File: src/rtl/iob_cache_front_end_pipe_if.sv
// IOb front-end bus: request/accept handshake plus in-order read return.
interface iob_cache_front_end_pipe_if #(
  parameter int ADDR_W = 32,
  parameter int DATA_W = 32
);
  logic                  avalid;
  logic [ADDR_W-1:0]     addr;
  logic [DATA_W-1:0]     wdata;
  logic [DATA_W/8-1:0]   wstrb;
  logic                  ready;
  logic                  rvalid;
  logic [DATA_W-1:0]     rdata;

  modport master (
    output avalid, addr, wdata, wstrb,
    input  ready, rvalid, rdata
  );

  modport slave (
    input  avalid, addr, wdata, wstrb,
    output ready, rvalid, rdata
  );
endinterface

File: src/rtl/iob_cache_front_end_pipe.sv
// Pipelined IOb front-end: in-order request queue steering to data or control back-end.
// Optional statistics counters are built when IOB_CACHE_FE_STATS_EN is defined.
module iob_cache_front_end_pipe #(
  parameter int ADDR_W      = 32,
  parameter int DATA_W      = 32,
  parameter int DEPTH       = 2,
  parameter int USE_CTRL    = 0,
  parameter int CTRL_ADDR_W = 5
) (
  input  logic                          clk_i,
  input  logic                          rst_i,
  input  logic                          cke_i,
  iob_cache_front_end_pipe_if.slave     iob,
  output logic                          data_req_o,
  output logic [ADDR_W-USE_CTRL-1:0]    data_addr_o,
  output logic [DATA_W-1:0]             data_wdata_o,
  output logic [DATA_W/8-1:0]           data_wstrb_o,
  input  logic [DATA_W-1:0]             data_rdata_i,
  input  logic                          data_ack_i,
  output logic                          ctrl_req_o,
  output logic [CTRL_ADDR_W-1:0]        ctrl_addr_o,
  input  logic [DATA_W-1:0]             ctrl_rdata_i,
  input  logic                          ctrl_ack_i,
  output logic [$clog2(DEPTH):0]        occupancy_o
`ifdef IOB_CACHE_FE_STATS_EN
  ,
  output logic [31:0]                   stat_rd_o,
  output logic [31:0]                   stat_wr_o,
  output logic [31:0]                   stat_stall_o
`endif
);

  localparam int PTR_W  = $clog2(DEPTH);
  localparam int DA_W   = ADDR_W - USE_CTRL;
  localparam int STRB_W = DATA_W / 8;
  localparam logic [PTR_W:0] FULL_CNT = (PTR_W + 1)'(DEPTH);

  logic              q_ctrl_p0  [DEPTH];
  logic [DA_W-1:0]   q_addr_p0  [DEPTH];
  logic [DATA_W-1:0] q_wdata_p0 [DEPTH];
  logic [STRB_W-1:0] q_wstrb_p0 [DEPTH];

  logic [PTR_W-1:0]  wr_ptr, rd_ptr;
  logic [PTR_W:0]    count;

  logic              in_ctrl, push, pop;
  logic              head_valid, head_ctrl, head_rd, head_ack;
  logic [DA_W-1:0]   head_addr;
  logic [DATA_W-1:0] head_wdata;
  logic [STRB_W-1:0] head_wstrb;

  logic              vld_p1;
  logic [DATA_W-1:0] rdata_p1;

  assign iob.ready  = (count < FULL_CNT);
  assign in_ctrl    = (USE_CTRL != 0) && iob.addr[ADDR_W-1];
  assign push       = cke_i & iob.avalid & iob.ready;

  assign head_valid = (count != '0);
  assign head_ctrl  = q_ctrl_p0[rd_ptr];
  assign head_addr  = q_addr_p0[rd_ptr];
  assign head_wdata = q_wdata_p0[rd_ptr];
  assign head_wstrb = q_wstrb_p0[rd_ptr];
  assign head_rd    = ~(|head_wstrb);
  // Only an ack on the head entry's own channel completes it
  assign head_ack   = head_ctrl ? ctrl_ack_i : data_ack_i;
  assign pop        = cke_i & head_valid & head_ack;

  // p0: queue control
  always_ff @(posedge clk_i) begin
    if (rst_i) begin
      wr_ptr <= '0;
      rd_ptr <= '0;
      count  <= '0;
    end else if (cke_i) begin
      if (push) wr_ptr <= wr_ptr + 1'b1;
      if (pop)  rd_ptr <= rd_ptr + 1'b1;
      unique case ({push, pop})
        2'b10:   count <= count + 1'b1;
        2'b01:   count <= count - 1'b1;
        default: count <= count;
      endcase
    end
  end

  always_ff @(posedge clk_i) begin
    if (push) begin
      q_ctrl_p0[wr_ptr]  <= in_ctrl;
      q_addr_p0[wr_ptr]  <= iob.addr[DA_W-1:0];
      q_wdata_p0[wr_ptr] <= iob.wdata;
      q_wstrb_p0[wr_ptr] <= iob.wstrb;
    end
  end

  // p1: read return
  always_ff @(posedge clk_i) begin
    if (rst_i) begin
      vld_p1   <= 1'b0;
      rdata_p1 <= '0;
    end else if (cke_i) begin
      vld_p1 <= pop & head_rd;
      if (pop & head_rd) rdata_p1 <= head_ctrl ? ctrl_rdata_i : data_rdata_i;
    end
  end

  assign iob.rvalid  = vld_p1;
  assign iob.rdata   = rdata_p1;
  assign occupancy_o = count;

  // Back-end fields are zeroed while no request is pending on that channel
  assign data_req_o   = head_valid & ~head_ctrl;
  assign data_addr_o  = data_req_o ? head_addr  : '0;
  assign data_wdata_o = data_req_o ? head_wdata : '0;
  assign data_wstrb_o = data_req_o ? head_wstrb : '0;

  generate
    if (USE_CTRL != 0) begin : g_ctrl
      assign ctrl_req_o  = head_valid & head_ctrl;
      assign ctrl_addr_o = ctrl_req_o ? head_addr[CTRL_ADDR_W-1:0] : '0;
    end else begin : g_no_ctrl
      assign ctrl_req_o  = 1'b0;
      assign ctrl_addr_o = '0;
    end
  endgenerate

`ifdef IOB_CACHE_FE_STATS_EN
  always_ff @(posedge clk_i) begin
    if (rst_i) begin
      stat_rd_o    <= '0;
      stat_wr_o    <= '0;
      stat_stall_o <= '0;
    end else if (cke_i) begin
      if (push & ~(|iob.wstrb)) stat_rd_o <= stat_rd_o + 32'd1;
      if (push &  (|iob.wstrb)) stat_wr_o <= stat_wr_o + 32'd1;
      if (iob.avalid & ~iob.ready) stat_stall_o <= stat_stall_o + 32'd1;
    end
  end
`endif

endmodule

File: src/flat_wrapper.sv
// flat-port wrapper written by rule: the top's interface ports become plain ports
module iob_cache_front_end_pipe_flat 
#(
  parameter int ADDR_W      = 32,
  parameter int DATA_W      = 32,
  parameter int DEPTH       = 2,
  parameter int USE_CTRL    = 0,
  parameter int CTRL_ADDR_W = 5
)
  (clk_i, rst_i, cke_i, data_req_o, data_addr_o, data_wdata_o, data_wstrb_o, data_rdata_i, data_ack_i, ctrl_req_o, ctrl_addr_o, ctrl_rdata_i, ctrl_ack_i, occupancy_o, iob_avalid, iob_addr, iob_wdata, iob_wstrb, iob_ready, iob_rvalid, iob_rdata);
  iob_cache_front_end_pipe_if #(.ADDR_W(ADDR_W), .DATA_W(DATA_W)) iob_i ();
  input  logic clk_i;
  input  logic rst_i;
  input  logic cke_i;
  output logic data_req_o;
  output logic [ADDR_W-USE_CTRL-1:0] data_addr_o;
  output logic [DATA_W-1:0] data_wdata_o;
  output logic [DATA_W/8-1:0] data_wstrb_o;
  input  logic [DATA_W-1:0] data_rdata_i;
  input  logic data_ack_i;
  output logic ctrl_req_o;
  output logic [CTRL_ADDR_W-1:0] ctrl_addr_o;
  input  logic [DATA_W-1:0] ctrl_rdata_i;
  input  logic ctrl_ack_i;
  output logic [$clog2(DEPTH):0] occupancy_o;
  input wire logic [$bits(iob_i.avalid)-1:0] iob_avalid;
  input wire logic [$bits(iob_i.addr)-1:0] iob_addr;
  input wire logic [$bits(iob_i.wdata)-1:0] iob_wdata;
  input wire logic [$bits(iob_i.wstrb)-1:0] iob_wstrb;
  output wire logic [$bits(iob_i.ready)-1:0] iob_ready;
  output wire logic [$bits(iob_i.rvalid)-1:0] iob_rvalid;
  output wire logic [$bits(iob_i.rdata)-1:0] iob_rdata;
  assign iob_i.avalid = iob_avalid;
  assign iob_i.addr = iob_addr;
  assign iob_i.wdata = iob_wdata;
  assign iob_i.wstrb = iob_wstrb;
  assign iob_ready = iob_i.ready;
  assign iob_rvalid = iob_i.rvalid;
  assign iob_rdata = iob_i.rdata;
  iob_cache_front_end_pipe #(.ADDR_W(ADDR_W), .DATA_W(DATA_W), .DEPTH(DEPTH), .USE_CTRL(USE_CTRL), .CTRL_ADDR_W(CTRL_ADDR_W)) u_core (.clk_i(clk_i), .rst_i(rst_i), .cke_i(cke_i), .iob(iob_i), .data_req_o(data_req_o), .data_addr_o(data_addr_o), .data_wdata_o(data_wdata_o), .data_wstrb_o(data_wstrb_o), .data_rdata_i(data_rdata_i), .data_ack_i(data_ack_i), .ctrl_req_o(ctrl_req_o), .ctrl_addr_o(ctrl_addr_o), .ctrl_rdata_i(ctrl_rdata_i), .ctrl_ack_i(ctrl_ack_i), .occupancy_o(occupancy_o));
endmodule
File: config.mk
export PLATFORM = sky130hd
export DESIGN_NAME = iob_cache_front_end_pipe_flat
export DESIGN_NICKNAME = d
export VERILOG_FILES = /design/src/rtl/iob_cache_front_end_pipe_if.sv /design/src/rtl/iob_cache_front_end_pipe.sv /design/src/flat_wrapper.sv
export SDC_FILE = /design/constraint.sdc
export NUM_CORES = 1
export LEC_CHECK = 0
export ABC_AREA = 1
export CAP_MARGIN = 20
export CORE_MARGIN = 2
export CORE_UTILIZATION = 35
export CTS_BUF_LIST = sky130_fd_sc_hd__clkbuf_8
export CTS_CLUSTER_DIAMETER = 30
export CTS_CLUSTER_SIZE = 25
export DETAILED_ROUTE_END_ITERATION = 12
export HOLD_SLACK_MARGIN = 0.15
export PLACE_DENSITY = 0.77
export SLEW_MARGIN = 20
export SYNTH_ARGS = -nofsm -noshare
export SYNTH_HDL_FRONTEND = slang
export SYNTH_SLANG_ARGS = --single-unit
File: constraint.sdc
create_clock -name clk_i -period 9.8 [get_ports clk_i]
set_input_delay 2.94 -clock clk_i [delete_from_list [all_inputs] [get_ports clk_i]]
set_output_delay 2.94 -clock clk_i [all_outputs]
set_load 0.03 [all_outputs]
=== Word-level counts from Yosys, hierarchy flattened ===
Memory sizes are Yosys's and may differ from the RTL's. A register that Yosys moved wholly into a read port is not among the register bits.
Cells that the tools add are included.

* Bits in read-only memories: 0
* Register bits after elaboration: 37
* RAM bits: 136
* Bits of input ports: 138
* Word-level logic and storage cells: 44
* Memories: 3
* Bits in latches: 0

* $mul: 0
* Bitwise logic cells: 8
* $lt $le $gt $ge: 1
* Equal/unequal tests: 2
* $add $sub $neg: 4
* Reduce and logical (&&, ||, !) cells: 7
* Muxes and demuxes: 14
* Div/mod/pow operators: 0
* Shift operators: 0

{| class="wikitable"
|+ Memories
! memory !! words !! bits a word !! rd ports !! clocked after Yosys merged registers in !! wr ports !! line !! source
|-
| u_core.q_addr_p0 || 2 || 32 || 1 || 1 || 1 || iob_cache_front_end_pipe.sv:39 || <nowiki>logic [DA_W-1:0] q_addr_p0 [DEPTH];</nowiki>
|-
| u_core.q_wdata_p0 || 2 || 32 || 1 || 1 || 1 || iob_cache_front_end_pipe.sv:40 || <nowiki>logic [DATA_W-1:0] q_wdata_p0 [DEPTH];</nowiki>
|-
| u_core.q_wstrb_p0 || 2 || 4 || 1 || 1 || 1 || iob_cache_front_end_pipe.sv:41 || <nowiki>logic [STRB_W-1:0] q_wstrb_p0 [DEPTH];</nowiki>
|}

{| class="wikitable"
|+ Operators by type and width
! kind !! count
|-
| $mux W32 || 3
|-
| $mux W1 || 9
|-
| $reduce_and A2 Y1 || 4
|-
| $and A1 B1 Y1 || 6
|-
| $mux W4 || 1
|-
| $pmux W2 S2 || 1
|-
| $reduce_bool A2 Y1 || 2
|-
| $reduce_or A4 Y1 || 1
|-
| $add A1 B1 Y1 const B || 2
|-
| $add A2 B1 Y2 const B || 1
|-
| $eq A2 B1 Y1 const B || 1
|-
| $eq A2 B2 Y1 const B || 1
|-
| $lt A2 B2 Y1 const B || 1
|-
| $sub A2 B1 Y2 const B || 1
|-
| $not A1 Y1 || 1
|-
| $not A1 Y1 const A || 1
|}

=== Depth between registers and ports, before layout ===
Gate-level depths: netlist of the first run.

* Word-level depth: 6
* Mapped depth: 9
* Mapped depth without buffers: 8

=== Worst setup path before layout of the first run ===
No wires, ideal clock.

* Kind: input-to-reg
* From: input port iob_avalid
* To: memory u_core.q_addr_p0[0][0] in the netlist's numbering, enable pin
* Required time: 9,305 ps
* Cell stages on the path: 2
* Buffers on the path: 0
* Data arrival time: 5,960 ps
* Path slack: 3,345 ps
* Setup time: 495 ps
* Cells stage by stage: nand3_1 nor2_1

* Word-level cells in the longest chain between the ends: 4

{| class="wikitable"
|+ Ends and longest elaborated chain
! element !! line !! source
|-
| from (decl) || flat_wrapper.sv:26 || <nowiki>input wire logic [$bits(iob_i.avalid)-1:0] iob_avalid;</nowiki>
|-
| $and A1 B1 Y1 (2 in series) || iob_cache_front_end_pipe.sv:57 || <nowiki>assign push = cke_i & iob.avalid & iob.ready;</nowiki>
|-
| $mux W1 || iob_cache_front_end_pipe.sv:87 || <nowiki>if (push) begin</nowiki>
|-
| $mux W1 || n/a ||
|-
| to (decl) || iob_cache_front_end_pipe.sv:39 ||
|}

No other way between the ends.

=== Final worst setup path of the first run ===
* From: register u_core.count[0] (netlist: u_core.occupancy_o[0])
* To: output port data_wdata_o[0]

* Word-level cells in the longest chain between the ends: 3

{| class="wikitable"
|+ Ends and longest elaborated chain
! element !! line !! source
|-
| from (decl) || iob_cache_front_end_pipe.sv:44 || <nowiki>logic [PTR_W:0] count;</nowiki>
|-
| from (signal assigned) || iob_cache_front_end_pipe.sv:79 || <nowiki>2'b10: count <= count + 1'b1;</nowiki>
|-
| from (signal assigned) || iob_cache_front_end_pipe.sv:80 || <nowiki>2'b01: count <= count - 1'b1;</nowiki>
|-
| from (signal assigned) || iob_cache_front_end_pipe.sv:81 || <nowiki>default: count <= count;</nowiki>
|-
| $reduce_bool A2 Y1 || iob_cache_front_end_pipe.sv:59 || <nowiki>assign head_valid = (count != '0);</nowiki>
|-
| $and A1 B1 Y1 || iob_cache_front_end_pipe.sv:111 || <nowiki>assign data_req_o = head_valid & ~head_ctrl;</nowiki>
|-
| $mux W32 || iob_cache_front_end_pipe.sv:113 || <nowiki>assign data_wdata_o = data_req_o ? head_wdata : '0;</nowiki>
|-
| to (decl) || flat_wrapper.sv:17 || <nowiki>output logic [DATA_W-1:0] data_wdata_o;</nowiki>
|}

No other way between the ends.

==> impl_metrics.xml, run 1 <==
<?xml version="1.0" encoding="UTF-8"?>
<metrics>
  <group name="finish">
    <metric name="most-common-layout-cells" unit="">clkdlybuf4s50_1 (209), nand2_1 (178), edfxtp_1 (136)</metric>
    <metric name="multi_input_area" unit="um^2">1750</metric>
    <metric name="area_taken_by_flip_flops_and_latches" unit="um^2">4850</metric>
    <metric name="final_core_utilization" unit="%">49.5</metric>
    <metric name="final.fill_count" unit="">1714</metric>
    <metric name="drive_above_1_share" unit="%">9.07</metric>
    <metric name="layout.cells.most_common" unit="">clkdlybuf4s50_1</metric>
    <metric name="finalNetCount" unit="">964</metric>
    <metric name="syn2layout_area_growth" unit="%">38.6</metric>
  </group>
  <group name="drt">
    <metric name="antenna_violating_nets_post_route" unit="">0</metric>
    <metric name="drc" unit="">0</metric>
    <metric name="routedWlPerCell" unit="um">14.9</metric>
    <metric name="via_per_inst" unit="">4.53</metric>
    <metric name="detailedRoute.firstIterationViolations" unit="">260</metric>
    <metric name="via_count" unit="">5000</metric>
    <metric name="finalWirelength" unit="um">16400</metric>
    <metric name="detail_route.first_pass.iterations" unit="">4</metric>
  </group>
  <group name="sta">
    <metric name="final_max_slew_viol_count" unit="">0</metric>
    <metric name="rsz0062_at_grt" unit="">false</metric>
    <metric name="setup_viol_count_final" unit="">0</metric>
    <metric name="rel_slew_slack" unit="%">26.9</metric>
    <metric name="fin_crit" unit="ns">5.77</metric>
    <metric name="fin_worst_skew" unit="ns">0.0135</metric>
    <metric name="final_tns_setup" unit="ns">0</metric>
    <metric name="final-hold-violation-count" unit="">0</metric>
    <metric name="worst_pin_slew" unit="ns">1.09</metric>
    <metric name="finalHoldWorstSlack" unit="ns">0.483</metric>
    <metric name="highest_attainable_clock_frequency" unit="MHz">173</metric>
    <metric name="fin_crit_sh" unit="%">58.9</metric>
  </group>
  <group name="critical_path">
    <metric name="worst_setup_path_end_kind" unit="">output pin</metric>
    <metric name="crit_path_max_fanout" unit="">38</metric>
    <metric name="critPathArrivalTime" unit="ns">2.83</metric>
    <metric name="timing_worst_setup_path_type" unit="">register to output pin</metric>
    <metric name="critPathSlowestCell" unit="">clkdlybuf4s50_1</metric>
    <metric name="crit_path_start_kind" unit="">register</metric>
    <metric name="data_required_time_of_the_critical_path" unit="ns">6.86</metric>
    <metric name="worst_path_largest_cell_delay" unit="ns">0.66</metric>
    <metric name="timing.critical_path.buf_inv" unit="">2</metric>
    <metric name="crit_cells" unit="">4</metric>
    <metric name="crit-reg2reg-capture" unit="">u_core.iob.rdata[10]$_SDFFE_PP0P_</metric>
    <metric name="family_with_the_most_delay_on_the_worst_path" unit="">buffers and inverters</metric>
    <metric name="cp_cell_sequence" unit="">nor2_4, buf_4, a21oi_1, clkdlybuf4s50_1</metric>
    <metric name="worst_reg2reg_path_length_in_cells" unit="">9</metric>
    <metric name="ff2ff_setup_slack" unit="ns">6.97</metric>
  </group>
  <group name="clock_tree">
    <metric name="post_cts.resized_instances" unit="">0</metric>
    <metric name="cts-buffers-inserted" unit="">17</metric>
    <metric name="cts.sinks" unit="">174</metric>
    <metric name="cts_buffer_depth" unit="">2</metric>
    <metric name="tritoncts" unit="">yes</metric>
    <metric name="cts.clk_slew.worst_paths" unit="ns">0.10</metric>
    <metric name="cts_max_level" unit="">4</metric>
    <metric name="clock_tree.root_cell" unit="">clkbuf_8</metric>
    <metric name="cts_hold_repair.buffers" unit="">0</metric>
    <metric name="insertion_delay" unit="ns">0.46</metric>
    <metric name="buffer_count_from_post_cts_setup_fixing" unit="">0</metric>
  </group>
  <group name="logic_synthesis">
    <metric name="avg_inst_size_synth" unit="um^2">11.1</metric>
    <metric name="synth_top_flop_cell" unit="">edfxtp_1</metric>
    <metric name="adder_and_majority_cell_fraction_of_the_synthesized_area" unit="%">0.180</metric>
    <metric name="dominant_combinational_cell_family_by_area_after_synthesis" unit="">simple AND/OR/NAND/NOR gates</metric>
    <metric name="ys_ff_latch" unit="">174</metric>
    <metric name="seq_area_frac_synth" unit="%">69.7</metric>
    <metric name="synth_simple_gate_area_share" unit="%">18.8</metric>
    <metric name="synth_xor_area_share" unit="%">0.126</metric>
    <metric name="synth_enable_flop_cells" unit="">136</metric>
    <metric name="synthCells" unit="">626</metric>
    <metric name="synth_unique_cells" unit="">25</metric>
    <metric name="post_synth_instance_area" unit="um^2">6950</metric>
    <metric name="synthesis.yosys.warnings" unit="">0</metric>
    <metric name="post_synth_mux_area_share" unit="%">0</metric>
    <metric name="synthArstFlopShare" unit="%">0</metric>
    <metric name="synthesized_area_fraction_occupied_by_ao_oa_aoi_and_oai_cells" unit="%">5.40</metric>
  </group>
  <group name="global_routing">
    <metric name="number_of_antenna_violations_at_the_first_check_in_global_routing" unit="">1</metric>
    <metric name="grt_use_total" unit="%">15.7</metric>
    <metric name="gr-total-overflow" unit="">0</metric>
    <metric name="grt_first_pass_wirelength" unit="um">26100</metric>
    <metric name="largest_net_degree_at_the_start_of_global_routing" unit="">70</metric>
    <metric name="first_global_vias" unit="">5093</metric>
  </group>
  <group name="hold_path">
    <metric name="min-delay-path-class" unit="">register to register</metric>
    <metric name="worst_hold_path.num_cells" unit="">2</metric>
    <metric name="min_from" unit="">u_core.iob.rvalid$_SDFFE_PP0P_</metric>
    <metric name="timing.hold.worst_endpoint" unit="">u_core.iob.rvalid$_SDFFE_PP0P_</metric>
  </group>
  <group name="placed_design">
    <metric name="place_congestion" unit="">0.722</metric>
    <metric name="buffer_ports.inserted" unit="">209</metric>
    <metric name="hpwl" unit="um">10400</metric>
  </group>
  <group name="job">
    <metric name="cap_violations" unit="">0</metric>
  </group>
  <group name="pwr">
    <metric name="ir_worst_vdd" unit="uV">103</metric>
    <metric name="power_leakage" unit="uW">0.00350</metric>
    <metric name="totalPowerFinal" unit="uW">1510</metric>
    <metric name="pd_cells" unit="nW/um^2">157</metric>
  </group>
  <group name="floorplanning">
    <metric name="core_area" unit="um^2">19500</metric>
    <metric name="die_x" unit="um">145</metric>
    <metric name="fp.dieArea" unit="um^2">21000</metric>
    <metric name="floorplan.initialDensity" unit="%">35.7</metric>
    <metric name="io_pins" unit="">249</metric>
    <metric name="rows" unit="">51</metric>
    <metric name="floorplan.die.height" unit="um">145</metric>
  </group>
  <group name="outcome">
    <metric name="run_status" unit="">complete, no violations</metric>
  </group>
</metrics>
## layer usage
| layer | routed length [um] | track usage, % |
|---|---|---|
| met3 | 1280 | 5.31 |
| met2 | 8340 | 28.0 |
| met5 | 0 | 0 |
| met4 | 312 | 5.69 |
| met1 | 6500 | 17.5 |
## report_power, final
| group | switching (uW) | leakage (uW) | internal (uW) |
|---|---|---|---|
| clock network | 296 | 0.000204 | 216 |
| registers | 5.43 | 0.00155 | 817 |
| logic | 101 | 0.00174 | 76.8 |
## final cells by class
class	count	share of cell area, %
antenna	1	0.0260
tap	265	3.44
clock buffer	17	2.43
multi-input combinational	372	18.1
timing repair buffer	215	22.2
clock inverter	15	1.78
sequential	174	50.3
inverter	45	1.75
## worst register-to-register path, cell delays in order (launching register included)
cell	delay, ns
dfxtp_2	0.33
inv_2	0.43
buf_4	0.50
nand2_1	0.10
nand2_1	0.10
nand2_1	0.12
nor2_4	0.84
nand3_1	0.16
nand2_1	0.11
nor2_1	0.06
## cell usage after synthesis (2+ instances only)
cell type	count	area share (%)
inv_1	43	2.3
buf_6	4	0.65
dfxtp_1	38	11
a21oi_1	68	4.9
edfxtp_1	136	59
buf_2	15	1.1
nand3_2	28	4.0
nand2_1	178	9.6
nor2_2	3	0.27
nand3_1	6	0.43
clkbuf_1	11	0.59
o21a_1	2	0.22
o21ai_0	3	0.22
nor2_1	72	3.9
buf_4	9	0.97
## metrics by stage
stage / std cells / worst slack [ns] / area (um^2)
floorplan: 631 / 3.34 / 6970
global placement: 1071 / 4.41 / 9230
detailed placement: 1071 / 4.38 / 9230
CTS: 1103 / 3.94 / 9630
global route: 1103 / 3.80 / 9630
finish: 1104 / 4.03 / 9640
## cell families (layout without fill, tap and decap cells)
| logic type | Yosys count | after routing |
|---|---|---|
| AO/OA/AOI/OAI | 74 | 74 |
| XOR/XNOR | 1 | 1 |
| adder cells (fa/ha/maj) | 1 | 1 |
| buffers and inverters | 85 | 292 |
| flip-flops | 174 | 174 |
| other | 1 | 7 |
| AND/OR/NAND/NOR | 290 | 290 |
## sequential cells by signal, indices dropped and copies added, names as in the netlist, named ones only
signal	flops
u_core.q_addr_p0	64
u_core.q_wdata_p0	64
u_core.iob.rdata	32
u_core.q_wstrb_p0	8
u_core.occupancy_o	2
u_core.iob.rvalid	1
u_core.rd_ptr	1
u_core.wr_ptr	1
## how the worst max path moves through the flow
stage | start | to
after floorplan | iob_avalid | u_core.q_addr_p0[0][0]$_DFFE_PP_
after global placement | cke_i | u_core.q_addr_p0[1][0]$_DFFE_PP_
after detailed placement | cke_i | u_core.q_wdata_p0[1][29]$_DFFE_PP_
after CTS | u_core.occupancy_o[0]$_SDFFE_PP0P_ | data_wdata_o[0]
after global routing | u_core.occupancy_o[0]$_SDFFE_PP0P_ | data_wdata_o[0]
final | u_core.occupancy_o[0]$_SDFFE_PP0P_ | data_wdata_o[0]
Power figures use the tool's default switching activity.
==> run 2: changes to the inputs <==
--- a/config.mk
+++ b/config.mk
@@ -14,7 +14,7 @@
 export CTS_CLUSTER_SIZE = 25
 export DETAILED_ROUTE_END_ITERATION = 12
 export HOLD_SLACK_MARGIN = 0.15
-export PLACE_DENSITY = 0.77
+export PLACE_DENSITY = 0.8
 export SLEW_MARGIN = 20
 export SYNTH_ARGS = -nofsm -noshare
 export SYNTH_HDL_FRONTEND = slang
==> constraint.sdc (replaced) <==
create_clock -name clk_i -period 5.1 [get_ports clk_i]
set_input_delay 1.53 -clock clk_i [delete_from_list [all_inputs] [get_ports clk_i]]
set_output_delay 1.53 -clock clk_i [all_outputs]
set_load 0.03 [all_outputs]
==> run 2 against run 1 <==
Against the previous run:
- sequential power grew 92%
- worst setup slack lost 3.3 ns
- via count increased by 0.56%
==> impl_metrics.xml, run 2 (synthesis gave the netlist of run 1 again) <==
<?xml version="1.0" encoding="UTF-8"?>
<metrics>
  <group name="outcome">
    <metric name="run_status" unit="">complete, no violations</metric>
  </group>
  <group name="pwr">
    <metric name="power_leakage" unit="uW">0.00354</metric>
    <metric name="ir_worst_vdd" unit="uV">162</metric>
    <metric name="pd_cells" unit="nW/um^2">299</metric>
  </group>
  <group name="critical_path">
    <metric name="crit_path_max_fanout" unit="">55</metric>
    <metric name="worst_setup_path_end_kind" unit="">output pin</metric>
    <metric name="data_required_time_of_the_critical_path" unit="ns">3.57</metric>
    <metric name="crit_path_start_kind" unit="">register</metric>
    <metric name="timing_worst_setup_path_type" unit="">register to output pin</metric>
    <metric name="critPathArrivalTime" unit="ns">2.85</metric>
  </group>
  <group name="drt">
    <metric name="detail_route.first_pass.iterations" unit="">4</metric>
    <metric name="routedWlPerCell" unit="um">15.0</metric>
    <metric name="finalWirelength" unit="um">16600</metric>
    <metric name="via_count" unit="">5028</metric>
    <metric name="antenna_violating_nets_post_route" unit="">0</metric>
    <metric name="drc" unit="">0</metric>
    <metric name="via_per_inst" unit="">4.54</metric>
    <metric name="detailedRoute.firstIterationViolations" unit="">254</metric>
  </group>
  <group name="clock_tree">
    <metric name="clock_tree.root_cell" unit="">clkbuf_8</metric>
    <metric name="cts_buffer_depth" unit="">2</metric>
    <metric name="post_cts.resized_instances" unit="">0</metric>
    <metric name="buffer_count_from_post_cts_setup_fixing" unit="">0</metric>
    <metric name="cts.clk_slew.worst_paths" unit="ns">0.10</metric>
    <metric name="cts-buffers-inserted" unit="">17</metric>
    <metric name="cts_hold_repair.buffers" unit="">0</metric>
    <metric name="cts.sinks" unit="">174</metric>
    <metric name="insertion_delay" unit="ns">0.45</metric>
    <metric name="cts_max_level" unit="">4</metric>
    <metric name="tritoncts" unit="">yes</metric>
  </group>
  <group name="floorplanning">
    <metric name="floorplan.initialDensity" unit="%">35.7</metric>
    <metric name="die_x" unit="um">145</metric>
    <metric name="io_pins" unit="">249</metric>
    <metric name="floorplan.die.height" unit="um">145</metric>
    <metric name="rows" unit="">51</metric>
    <metric name="fp.dieArea" unit="um^2">21000</metric>
    <metric name="core_area" unit="um^2">19500</metric>
  </group>
  <group name="sta">
    <metric name="setup_viol_count_final" unit="">0</metric>
    <metric name="final_worst_slack" unit="ns">0.718</metric>
    <metric name="fin_worst_skew" unit="ns">0.0130</metric>
    <metric name="fin_crit_sh" unit="%">85.9</metric>
    <metric name="final_max_slew_viol_count" unit="">0</metric>
    <metric name="rel_slew_slack" unit="%">31.6</metric>
    <metric name="final_tns_setup" unit="ns">0</metric>
    <metric name="highest_attainable_clock_frequency" unit="MHz">228</metric>
    <metric name="final-hold-violation-count" unit="">0</metric>
    <metric name="worst_pin_slew" unit="ns">1.02</metric>
    <metric name="fin_crit" unit="ns">4.38</metric>
    <metric name="rsz0062_at_grt" unit="">false</metric>
  </group>
  <group name="finish">
    <metric name="finalNetCount" unit="">968</metric>
    <metric name="drive_above_1_share" unit="%">9.50</metric>
    <metric name="final_design_area_no_fill" unit="um^2">9720</metric>
    <metric name="layout.cells.most_common" unit="">clkdlybuf4s50_1</metric>
    <metric name="final.fill_count" unit="">1758</metric>
    <metric name="most-common-layout-cells" unit="">clkdlybuf4s50_1 (209), nand2_1 (178), edfxtp_1 (136)</metric>
    <metric name="syn2layout_area_growth" unit="%">39.8</metric>
    <metric name="antenna_cells" unit="">0</metric>
  </group>
  <group name="job">
    <metric name="cap_violations" unit="">0</metric>
  </group>
  <group name="global_routing">
    <metric name="number_of_antenna_violations_at_the_first_check_in_global_routing" unit="">0</metric>
    <metric name="first_global_vias" unit="">4869</metric>
    <metric name="grt_use_total" unit="%">15.7</metric>
    <metric name="gr-total-overflow" unit="">0</metric>
    <metric name="largest_net_degree_at_the_start_of_global_routing" unit="">70</metric>
    <metric name="grt_first_pass_wirelength" unit="um">25900</metric>
  </group>
  <group name="placed_design">
    <metric name="place_congestion" unit="">0.756</metric>
    <metric name="pre_cts_worst_setup_slack" unit="ns">1.16</metric>
    <metric name="hpwl" unit="um">10700</metric>
    <metric name="buffer_ports.inserted" unit="">209</metric>
    <metric name="placed_cell_area" unit="um^2">9260</metric>
  </group>
  <group name="hold_path">
    <metric name="min-delay-path-class" unit="">register to register</metric>
  </group>
</metrics>
-- run 2: where the power goes --
part / switching, uW / internal, uW / total [uW]
sequential: 10.7 / 1570 / 1580
clock: 591 / 382 / 972
combinational: 197 / 153 / 350
total: 798 / 2110 / 2900
-- run 2: metal layers --
layer	routed length (um)	part of all wire, %	track usage [%]	vias to the layer above
met2	8460	51	27.7	155
met4	448	2.7	6.49	0
met1	6770	41	17.8	2377
li1	-	-	-	2467
met5	0	0	0	-
met3	909	5.5	4.37	29
-- run 2: layout make-up --
| type | count | area [um^2] | area share, % |
|---|---|---|---|
| flip-flops and latches | 174 | 4850 | 49.9 |
| clock buffers | 17 | 234 | 2.41 |
| repair buffers | 219 | 2210 | 22.7 |
| well taps | 265 | 332 | 3.41 |
| inverters | 45 | 169 | 1.74 |
| clock inverters | 15 | 188 | 1.93 |
| multi-input cells | 372 | 1750 | 18.0 |
-- run 2: critical path, stage by stage, from the launching register on --
cell and delay (ns):
dfxtp_2 0.34, inv_2 0.73, buf_4 0.35, nand2_1 0.07, a21oi_1 0.15, clkdlybuf4s50_1 0.73
-- run 2: stage by stage --
stage / util [%] / hold WS, ns / total power [uW] / std cells
2_1_floorplan: - / 0.460 / 1790 / 631
3_3_place_gp: 47.6 / 0.453 / 1960 / 1073
3_5_place_dp: 47.6 / 0.463 / 1960 / 1073
4_1_cts: 49.7 / 0.479 / 2940 / 1105
5_1_grt: 49.9 / 0.494 / 3020 / 1107
6_report: 49.9 / 0.477 / 2900 / 1107
-- run 2: worst paths after layout --
| check | start | endpoint | slack (ns) | cells past startpoint |
|---|---|---|---|---|
| hold / removal | u_core.iob.rvalid$_SDFFE_PP0P_ | u_core.iob.rvalid$_SDFFE_PP0P_ | 0.48 | 2 |
| setup / recovery | register | data_wdata_o[7] | 0.72 | 5 |
| hold reg to reg | u_core.iob.rvalid$_SDFFE_PP0P_ | u_core.iob.rvalid$_SDFFE_PP0P_ | 0.48 | 2 |
| setup reg to reg | register | u_core.iob.rdata[6]$_SDFFE_PP0P_ | 2.56 | 7 |
